$ cat src/rtl/usr_pkg.sv
// Shared types and helpers for the serial-to-parallel receiver.
package usr_pkg;

    typedef enum logic {
        IDLE  = 1'b0,
        SHIFT = 1'b1
    } deser_state_e;

    // Bit counter width able to hold 0..w.
    function automatic int cnt_width(input int w);
        return $clog2(w + 1);
    endfunction

endpackage

$ cat src/rtl/usr_deser_shifter.sv
// Direction-aware shift register with synchronous clear; exposes both the
// registered value and the combinational next value.
module usr_deser_shifter #(
    parameter int N = 8
) (
    input  logic         clk,
    input  logic         rst,
    input  logic         clr_i,
    input  logic         en_i,
    input  logic         dir_i,
    input  logic         din_i,
    output logic [N-1:0] q_o,
    output logic [N-1:0] nxt_o
);

    logic [N-1:0] sr_q, sr_d;

    always_comb begin
        sr_d = sr_q;
        if (en_i) begin
            sr_d = dir_i ? {sr_q[N-2:0], din_i} : {din_i, sr_q[N-1:1]};
        end
    end

    always_ff @(posedge clk) begin
        if (rst || clr_i) sr_q <= '0;
        else              sr_q <= sr_d;
    end

    assign q_o   = sr_q;
    assign nxt_o = sr_d;

endmodule

$ cat src/rtl/usr_deserializer.sv
// Serial-to-parallel receiver with valid/ready on both sides.
// Optional trailing even-parity bit and perr flag: define USR_DESER_PARITY_EN.
module usr_deserializer
    import usr_pkg::*;
#(
    parameter int N = 8
) (
    input  logic         clk,
    input  logic         rst,
    input  logic         S,
    input  logic         ser_in,
    input  logic         ser_vld,
    output logic         ser_rdy,
    output logic [N-1:0] D_out,
    output logic         out_vld,
    input  logic         out_rdy,
    output logic         busy
`ifdef USR_DESER_PARITY_EN
    ,
    output logic         perr
`endif
);

`ifdef USR_DESER_PARITY_EN
    localparam int W = N + 1;
`else
    localparam int W = N;
`endif
    localparam int CW = cnt_width(W);
    localparam logic [CW-1:0] LAST = CW'(W - 1);

    deser_state_e  state_q, state_d;
    logic [CW-1:0] cnt_q, cnt_d;
    logic          dir_q, dir_d;
    logic [N-1:0]  dout_q, dout_d;
    logic          vld_q, vld_d;
    logic [N-1:0]  sr_q, sr_nxt;
    logic          last_bit, accept, complete, shift_en, cur_dir;

    assign last_bit = (cnt_q == LAST);
    // Only the word-completing bit can stall, and only while the held word is stuck.
    assign ser_rdy  = !(last_bit && vld_q && !out_rdy);
    assign accept   = ser_vld && ser_rdy;
    assign complete = accept && last_bit;
    assign cur_dir  = (state_q == IDLE) ? S : dir_q;

`ifdef USR_DESER_PARITY_EN
    // Parity bit is consumed by the check, never shifted; sr_nxt then equals sr_q.
    assign shift_en = accept && !last_bit;
`else
    assign shift_en = accept;
`endif

    usr_deser_shifter #(.N(N)) u_shifter (
        .clk   (clk),
        .rst   (rst),
        .clr_i (complete),
        .en_i  (shift_en),
        .dir_i (cur_dir),
        .din_i (ser_in),
        .q_o   (sr_q),
        .nxt_o (sr_nxt)
    );

    always_ff @(posedge clk) begin
        if (rst) begin
            state_q <= IDLE;
            cnt_q   <= '0;
            dir_q   <= 1'b0;
            dout_q  <= '0;
            vld_q   <= 1'b0;
        end else begin
            state_q <= state_d;
            cnt_q   <= cnt_d;
            dir_q   <= dir_d;
            dout_q  <= dout_d;
            vld_q   <= vld_d;
        end
    end

    always_comb begin
        state_d = state_q;
        cnt_d   = cnt_q;
        dir_d   = dir_q;
        dout_d  = dout_q;
        vld_d   = vld_q && !out_rdy;
        case (state_q)
            IDLE: begin
                if (accept) begin
                    dir_d   = S;
                    cnt_d   = cnt_q + CW'(1);
                    state_d = SHIFT;
                end
            end
            SHIFT: begin
                if (accept) begin
                    if (last_bit) begin
                        cnt_d   = '0;
                        state_d = IDLE;
                    end else begin
                        cnt_d = cnt_q + CW'(1);
                    end
                end
            end
            default: state_d = IDLE;
        endcase
        if (complete) begin
            dout_d = sr_nxt;
            vld_d  = 1'b1;
        end
    end

`ifdef USR_DESER_PARITY_EN
    logic perr_q;
    always_ff @(posedge clk) begin
        if (rst)           perr_q <= 1'b0;
        else if (complete) perr_q <= (^sr_q) ^ ser_in;
    end
    assign perr = perr_q;
`endif

    assign D_out   = dout_q;
    assign out_vld = vld_q;
    assign busy    = (state_q == SHIFT);

endmodule
$ cat config.mk
export PLATFORM = sky130hd
export DESIGN_NAME = usr_deserializer
export DESIGN_NICKNAME = d
export VERILOG_FILES = /design/src/rtl/usr_pkg.sv /design/src/rtl/usr_deser_shifter.sv /design/src/rtl/usr_deserializer.sv
export SDC_FILE = /design/constraint.sdc
export NUM_CORES = 1
export LEC_CHECK = 0
export BUFFER_PORTS_ARGS = -buffer_cell sky130_fd_sc_hd__clkbuf_2
export CAP_MARGIN = 20
export CORE_AREA = 4 4 51 53
export CTS_CLUSTER_SIZE = 25
export DETAILED_ROUTE_END_ITERATION = 8
export DIE_AREA = 0 0 55 57
export GPL_TIMING_DRIVEN = 0
export PLACE_DENSITY = 0.75
export SETUP_SLACK_MARGIN = 0.05
export SLEW_MARGIN = 20
export SYNTH_ARGS = -nofsm -noshare
export SYNTH_HDL_FRONTEND = slang
export SYNTH_SLANG_ARGS = --single-unit
$ cat constraint.sdc
create_clock -name clk -period 1.67 [get_ports clk]
set_input_delay 0.334 -clock clk [delete_from_list [all_inputs] [get_ports clk]]
set_output_delay 0.334 -clock clk [all_outputs]
set_load 0.01 [all_outputs]
# ---- Word level (Yosys, flattened, before mapping)
# Index checks and enable logic that the tools add are counted.
dict set report word_totals {
  register_bits 23
  inputBits 6
  out_inout_bits 11
  elab_cells 33
}
dict set report op_classes {
  addsub 1
  n_eq_ne 3
  mux 12
  n_bitwise 1
  n_reduce_logical 10
}
# op n
set op_table {}
lappend op_table {{8-bit 2-to-1 mux} 2}
lappend op_table {{4-bit 2-to-1 mux} 3}
lappend op_table {{4-bit case mux with 2 select lines} 1}
lappend op_table {{1-bit logical AND} 5}
lappend op_table {{1-bit 2-to-1 mux} 5}
lappend op_table {{4-bit by 1-bit adder with 4-bit output (second input constant)} 1}
lappend op_table {{4-bit by 3-bit equality test with 1-bit output (second input constant)} 1}
lappend op_table {{2-bit AND reduction} 2}
lappend op_table {{1-bit logical NOT} 2}
lappend op_table {{2-bit by 1-bit != test with 1-bit output (second input constant)} 1}
lappend op_table {{2-bit != test (second input constant)} 1}
lappend op_table {{1-bit case mux with 2 select lines} 1}
lappend op_table {{1-bit logical OR} 1}
lappend op_table {{1-bit inverter} 1}

# ---- Longest topological paths before layout
# Gate-level depths: netlist of the first run.
dict set report depth {
  word_depth 7
  mapped_depth 5
  mapped_depth_nobuf 4
}

# ---- Cells and area by module
# A second synthesis of the first run with hierarchy kept.
dict set report hier_totals {
  hier_cells 128
  area_unflattened_um2 1161.1
}
# mod instances cells_each area_each_um2 seq_area_each_um2
set modules_own_cells {}
lappend modules_own_cells {usr_deserializer 1 83 737.0 300.3}
lappend modules_own_cells {usr_deser_shifter 1 45 424.2 160.2}

# ---- Worst setup path before layout of the first run
# OpenSTA, ideal clock, no wires.
dict set report synth_path {
  path_kind {register to register}
  from {reg cnt_q[0]}
  to {reg cnt_q[1]}
  setup_ps 120
  arrival_ps 1317
  required_ps 1550
  setup_slack_ps 233
  path_stages_with_launch 6
  n_path_buf 2
  period_less_slack_ps 1437
  path_cell_list {dfxtp_1 ha_1 buf_2 buf_1 a21oi_1 o31a_1}
}
dict set report synth_via {
  elab_chain_cells 7
  word_cells_on_any_way 13
  cone_classes {add/sub: 1; eq/ne: 3; mux: 4; reduce/logical: 5}
}
# element line
set synth_rtl {}
lappend synth_rtl {{start: declaration} usr_deserializer.sv:33} ;# logic [CW-1:0] cnt_q, cnt_d;
lappend synth_rtl {{start signal: assignment} usr_deserializer.sv:74} ;# cnt_q <= cnt_d;
lappend synth_rtl {{branches (longest 7 deep; another with 4-bit by 1-bit adder with 4-bit output)} n/a}
# Several ways; the timed one is not identified. The select of a mux whose other input is x is not followed.
# A chain may end at the register's enable or synchronous reset.

# ---- Worst setup path after layout of the first run
dict set report layout_path {
  from {reg cnt_q[1]}
  to {out ser_rdy}
}
dict set report layout_via {
  elab_chain_cells 4
}
# element line
set layout_rtl {}
lappend layout_rtl {{4-bit by 3-bit equality test with 1-bit output} usr_deserializer.sv:40} ;# assign last_bit = (cnt_q == LAST);
lappend layout_rtl {{1-bit logical AND (2 in series)} usr_deserializer.sv:42} ;# assign ser_rdy = !(last_bit && vld_q && !out_rdy);
lappend layout_rtl {{1-bit logical NOT} usr_deserializer.sv:42}
lappend layout_rtl {{end: declaration} usr_deserializer.sv:13} ;# output logic ser_rdy,
# Every way passes these cells.

==> impl_metrics.env, run 1 <==
export IMPL_outcome="completed"
export IMPL_syn_nets=134
export IMPL_fillers=185
export IMPL_cp_slowest_stage_delay_ns=0.36
export IMPL_crit_top_cell="buf_6"
export IMPL_syn_area_um2=1156
export IMPL_grt_pass1_vias=970
export IMPL_fin_tns_setup_ns=0
export IMPL_clockBufferDepth=2
export IMPL_end_kind="output pin"
export IMPL_dr_first_iter_drc_count=12
export IMPL_hpwl_um=1942
export IMPL_path_class="flip-flop to output pin"
export IMPL_core_area_um2=2148
export IMPL_totalWireLength_um=2879
export IMPL_timing_fmax_mhz=609.2
export IMPL_hp_class="input pin to flip-flop"
export IMPL_cts_root_buf="clkbuf_4"
export IMPL_clk_latency_ns=0.31
export IMPL_slew_headroom_pct=69.03
export IMPL_ys_warn_count=0
export IMPL_tritoncts="yes"
export IMPL_place_gp_congestion=0.7654
export IMPL_worstMarginPinSlew_ns=0.4645
export IMPL_avgRoutedWirePerCell_um=15.73
export IMPL_grt_usage_pct=18.97
export IMPL_cts_made_buffers=3
export IMPL_viasPerCell=5.945
export IMPL_fin_crit_ns=1.642
export IMPL_critical_path_max_fanout=10
export IMPL_die_width_um=55
export IMPL_ios=17
export IMPL_ir_worst_vdd_v=0.0006218
export IMPL_antenna_found_initial=0
export IMPL_slew_violations=0
export IMPL_ys_ff_latch=23
export IMPL_cellLeakagePower_nw=0.6278
export IMPL_clkTransAtPathRegs_ns=0.13
export IMPL_synth_top_area_cell="dfxtp_1"
export IMPL_power_density_nw_per_um2=708.3
export IMPL_die_h_um=57
export IMPL_cts_sinks=23
export IMPL_netlist_instances=127
export IMPL_antenna_left=0
export IMPL_avgSynthCellArea_um2=9.103
export IMPL_drcViolationCount=0
export IMPL_htreeDepth=1
export IMPL_drive_gt1_share_pct=29.68
export IMPL_finalInstanceArea_um2=1435
export IMPL_initial_core_util_pct=53.81
export IMPL_hold_viol=0
export IMPL_fp_row_count=17
export IMPL_startpoint_type="flip-flop"
export IMPL_synthTopCellsByArea="dfxtp_1 (40%), a211oi_1 (12%), mux2i_1 (7.8%)"
export IMPL_area_growth_pct=24.13
export IMPL_port_buffers=15
export IMPL_cp_arrival_ns=1.31
export IMPL_diodes=0
export IMPL_grt_max_degree=14
export IMPL_period_share_pct=98.30
export IMPL_fin_skew_ns=0.003137
export IMPL_drt_first_pass_iters=4
export IMPL_slowest_stage="dfxtp_2"
export IMPL_rsz0062_at_grt="yes"
export IMPL_crit_chain="ha_2 -> buf_6 -> buf_8 -> nand2_2 -> buf_6"
export IMPL_ys_types=29
export IMPL_vias=1088
export IMPL_dieArea_um2=3135
export IMPL_finalSetupViolations=0
export IMPL_multi_input_area_um2=629.4
export IMPL_overflow=0
export IMPL_drv_cap=0
export IMPL_nets=163
export IMPL_seq_area_um2=469.2
export IMPL_dpl_cell_area_um2=1266
export IMPL_cp_data_required_time_ns=1.34
export IMPL_synth_top_area_share_pct=39.83
export IMPL_grt_pass1_wl_um=4402
export IMPL_ys_seq_area_share_pct=39.83
## state kept, by name (all words and copies together) (netlist names)
signal         flops
out_vld            1
D_out              8
busy               1
u_shifter.q_o      8
cnt_q              4
dir_q              1
## synth_stat cells
cell      count
and4_1        1
buf_1         1
a211o_1       1
o31a_1        1
nand4b_1      1
and3_1        1
a211o_2       1
ha_1          1
a21o_1        1
mux2i_1       9
clkbuf_1      3
a21oi_1      13
a41o_1        8
nor4bb_1      1
nand4_1       1
nor2b_1       3
a31oi_1       1
nand2b_1      3
a211oi_1     19
and4b_1       1
o21ai_0       1
inv_1        10
mux2i_4       1
nor2_1       10
dfxtp_1      23
a21boi_0      1
a311o_1       1
nand2_1       3
buf_2         6
## power breakdown
group	internal (mW)	leakage (nW)	switching (mW)
registers	0.570	0.190	0.0226
clock network	0.0895	0.0177	0.173
logic	0.0803	0.420	0.0813
total	0.739	0.628	0.277
## repair_timing
action                                  4_1_cts  5_1_grt
hold buffers                                  0        0
endpoints found under the setup margin       13       15
pin swaps                                     0        2
resized for setup                            12        7
setup buffers                                 3        6
hold endpoints to repair                      0        0
## metrics by stage
step	hold slack, ns	power (mW)	cells	util (%)	setup slack (ns)
after floorplan	0.4068	0.7037	127	-	0.2334
after global placement	0.4943	0.7359	170	58.94	-0.06434
after detailed placement	0.5098	0.7409	170	58.94	-0.1096
after CTS	0.2694	1.006	177	62.61	0.02085
after global routing	0.2649	1.073	183	66.80	-0.02258
final	0.2836	1.017	183	66.80	0.02846
## cells by family (layout without fill, tap and decap cells)
group / count (synthesis) / after routing / share of synthesized area [%]
AO/OA/AOI/OAI: 48 / 48 / 30.41
AND/OR/NAND/NOR: 25 / 25 / 11.80
flip-flops: 23 / 23 / 39.83
buffers and inverters: 20 / 48 / 7.143
multiplexers: 10 / 10 / 9.740
adder cells (fa/ha/maj): 1 / 1 / 1.082
## cell usage in the layout (no fill, tap or decap), types with 2 or more instances in the layout
cell	count
clkbuf_2	14
a211oi_1	19
a21oi_1	12
nor2b_1	3
inv_1	10
nand2b_1	3
nor2_1	9
a41o_1	8
dfxtp_2	4
dfxtp_1	18
buf_12	2
buf_4	7
nand2_1	2
buf_2	5
clkbuf_4	3
mux2i_1	9
clkbuf_1	3
buf_6	2
## layout make-up
type | count | share of cell area (%)
clock inverters | 1 | 0.3487
plain buffers | 10 | 4.359
multi-input cells | 84 | 43.85
inverters | 10 | 2.616
flip-flops and latches | 23 | 32.69
well taps | 28 | 2.441
repair buffers | 24 | 12.12
clock buffers | 3 | 1.569
## worst paths after layout
path | from | to | slack [ns] | cells after the start
max reg2reg | cnt_q[2]$_SDFFE_PP0P_ | u_shifter.q_o[1]$_SDFF_PP0_ | 0.16 | 6
max | cnt_q[1]$_SDFFE_PP0P_ | ser_rdy | 0.03 | 5
min reg2reg | cnt_q[3]$_SDFFE_PP0P_ | cnt_q[3]$_SDFFE_PP0P_ | 0.50 | 2
min | rst | D_out[4]$_SDFFE_PP0P_ | 0.28 | 2
## layer usage
| layer | share of wire, % | global-route usage (%) | vias up |
|---|---|---|---|
| met4 | 1.9 | 8.681 | 0 |
| li1 | - | - | 538 |
| met1 | 43 | 24.67 | 519 |
| met5 | 0 | 0 | - |
| met2 | 53 | 30.57 | 24 |
| met3 | 2.9 | 2.350 | 7 |
## critical path: cells and delay by family (launching register included)
kind          cells  cell delay, ns
buf+inv           3            0.37
simple gates      1            0.07
flops             1            0.36
fa+ha+maj         1            0.19
No activity file was read; power rests on OpenSTA's default activity.
==> run 2: changes to the inputs <==
Settings changed: PLACE_DENSITY 0.75 to 0.76, SYNTH_HIERARCHICAL from default to 1.
==> impl_metrics.env, run 2 <==
export IMPL_ys_seq_area_share_pct=39.66
export IMPL_fin_skew_ns=0.004646
export IMPL_finalSetupViolations=0
export IMPL_area_growth_pct=23.49
export IMPL_initial_core_util_pct=54.05
export IMPL_cp_data_required_time_ns=1.34
export IMPL_grt_pass1_vias=970
export IMPL_cp_arrival_ns=1.24
export IMPL_timing_fmax_mhz=636.0
export IMPL_path_class="flip-flop to output pin"
export IMPL_synth_most_common_cell="dfxtp_1"
export IMPL_dr_first_iter_drc_count=25
export IMPL_netlist_instances=128
export IMPL_nets=166
export IMPL_slowest_stage="and4bb_4"
export IMPL_period_share_pct=94.15
export IMPL_hpwl_um=1812
export IMPL_crit_chain="and4bb_4 -> nand2_2 -> clkbuf_2"
export IMPL_ys_flop_type="dfxtp_1"
export IMPL_ctsHoldBuffers=0
export IMPL_grt_pass1_wl_um=4319
export IMPL_grt_usage_pct=18.66
export IMPL_critical_path_max_fanout=4
export IMPL_utilization_pct=66.74
export IMPL_outcome="completed"
export IMPL_cts_sinks=23
export IMPL_crit_family="simple AND/OR/NAND/NOR gates"
export IMPL_synth_edf_count=0
export IMPL_avgSynthCellArea_um2=9.071
export IMPL_power_total_mw=1.025
export IMPL_hp_class="input pin to flip-flop"
export IMPL_fin_crit_ns=1.572
export IMPL_ios=17
export IMPL_drv_cap=0
export IMPL_startpoint_type="flip-flop"
export IMPL_antenna_left=0
export IMPL_diodes=0
export IMPL_end_kind="output pin"
export IMPL_synth_top_area_cell="dfxtp_1"
export IMPL_ir_worst_vdd_v=0.0005094
export IMPL_overflow=0
export IMPL_syn_area_um2=1161
export IMPL_core_area_um2=2148
export IMPL_clk_latency_ns=0.32
export IMPL_syn_nets=135
export IMPL_vias=1035
export IMPL_slew_violations=0
export IMPL_avgRoutedWirePerCell_um=13.88
export IMPL_synthArstFlopShare_pct=0
export IMPL_cts_made_buffers=3
export IMPL_ys_types=33
export IMPL_ys_ff_latch=23
export IMPL_fillers=170
export IMPL_viasPerCell=5.565
export IMPL_clkTransAtPathRegs_ns=0.12
export IMPL_mostFrequentLayoutCells="dfxtp_1 (17), a21oi_1 (17), clkbuf_2 (16)"
export IMPL_synth_top_area_share_pct=39.66
export IMPL_die_h_um=57
export IMPL_rsz0062_at_grt="no"
export IMPL_synthTopCellsByArea="dfxtp_1 (40%), a21oi_1 (8.6%), mux2i_1 (8.6%)"
export IMPL_drive_gt1_share_pct=37.34
export IMPL_power_density_nw_per_um2=714.6
export IMPL_fp_row_count=17
export IMPL_totalWireLength_um=2581
export IMPL_cts_root_buf="clkbuf_4"
export IMPL_grt_max_degree=14
export IMPL_clockBufferDepth=2
export IMPL_synthTopCellsByCount="dfxtp_1 (23), a21oi_1 (20), mux2i_1 (10), o21ai_0 (10)"
export IMPL_antenna_found_initial=0
export IMPL_drcViolationCount=0
export IMPL_htreeDepth=1
export IMPL_drt_first_pass_iters=4
export IMPL_worstMarginPinSlew_ns=0.4675
export IMPL_port_buffers=15
export IMPL_dieArea_um2=3135
export IMPL_hold_viol=0
export IMPL_ys_warn_count=6
export IMPL_cellLeakagePower_nw=0.5660
export IMPL_slew_headroom_pct=68.84
export IMPL_place_gp_congestion=0.8414
export IMPL_cp_slowest_stage_delay_ns=0.38
export IMPL_tritoncts="yes"
export IMPL_die_width_um=55
export IMPL_critical_path_buf_inv_count=1
==> run 2: changes by cell type in the layout (fill, tap and decap cells not counted), moves of 3 or more <==
cell      change
nor2_2        +3
inv_1         -9
buf_6         +3
a21oi_1       +5
a41o_1        -8
a211oi_1     -12
buf_4         +3
nand3_1       +8
o21ai_0       +9
==> run 2: final timing paths <==
path | cells past startpoint | slack, ns | from | end
max | 3 | 0.1 | cnt_q[3]$_SDFFE_PP0P_ | ser_rdy
min | 3 | 0.26 | S | dir_q$_SDFFE_PP0P_
max reg2reg | 7 | 0.12 | cnt_q[0]$_SDFFE_PP0P_ | u_shifter/q_o[2]$_SDFF_PP0_
min reg2reg | 2 | 0.48 | dir_q$_SDFFE_PP0P_ | dir_q$_SDFFE_PP0P_
==> run 2: where the power goes <==
group          switching, mW  total, mW  internal, mW  leakage [nW]
clock                  0.174      0.264        0.0898        0.0177
combinational         0.0860      0.171        0.0848         0.357
sequential            0.0203      0.590         0.569         0.191
==> run 2: layer usage <==
metal  track usage (%)  vias to the layer above  share of wire [%]
li1                  -                      526                  -
met5                 0                        -                  0
met1             25.33                      478                 47
met3             2.611                        4                5.0
met4             8.333                        0                1.5
met2             28.89                       27                 47
==> run 2: repair_timing <==
action / 4_1_cts / 5_1_grt
gates resized for setup: 6 / 13
setup endpoints to repair: 9 / 18
pin swaps: 2 / 5
gates cloned: 0 / 1
setup buffers: 6 / 4
==> run 2: area by class of cell <==
cell class              count  area (um^2)  area share [%]
plain buffers              12        86.33           6.021
clock inverters             1        5.005          0.3490
multi-input cells          92        650.6           45.38
clock buffers               3        22.52           1.571
repair buffers             26        155.1           10.82
well taps                  28        35.03           2.443
flip-flops and latches     23        475.5           33.16
inverters                   1        3.754          0.2618
==> run 2: per-stage QoR <==
stage                     hold slack (ns)  setup TNS (ns)  std cells  worst slack, ns  cell area, um^2
after floorplan                    0.4487               0        128           0.1661             1161
after global placement             0.4577         -0.2427        171         -0.05593             1271
after detailed placement           0.4734         -0.6723        171          -0.1509             1271
after CTS                          0.2607               0        181          0.04904             1356
after global routing               0.2673               0        186          0.05218             1434
final                              0.2622               0        186          0.09763             1434
==> run 2: cells by family after synthesis <==
kind of cell | synth area share, %
AOI/OAI and AO/OA | 23.49
and+or+nand+nor | 18.43
DFF | 39.66
buffers and inverters | 7.757
muxes | 9.591
adders and majority gates | 1.077
==> run 2: worst reg2reg max path: stages, from the launching register on <==
cell and delay [ns]:
dfxtp_4 0.38, ha_4 0.16, buf_6 0.13, nand4b_1 0.11
nor2_1 0.08, or2_1 0.22, clkbuf_2 0.19, a211oi_1 0.21
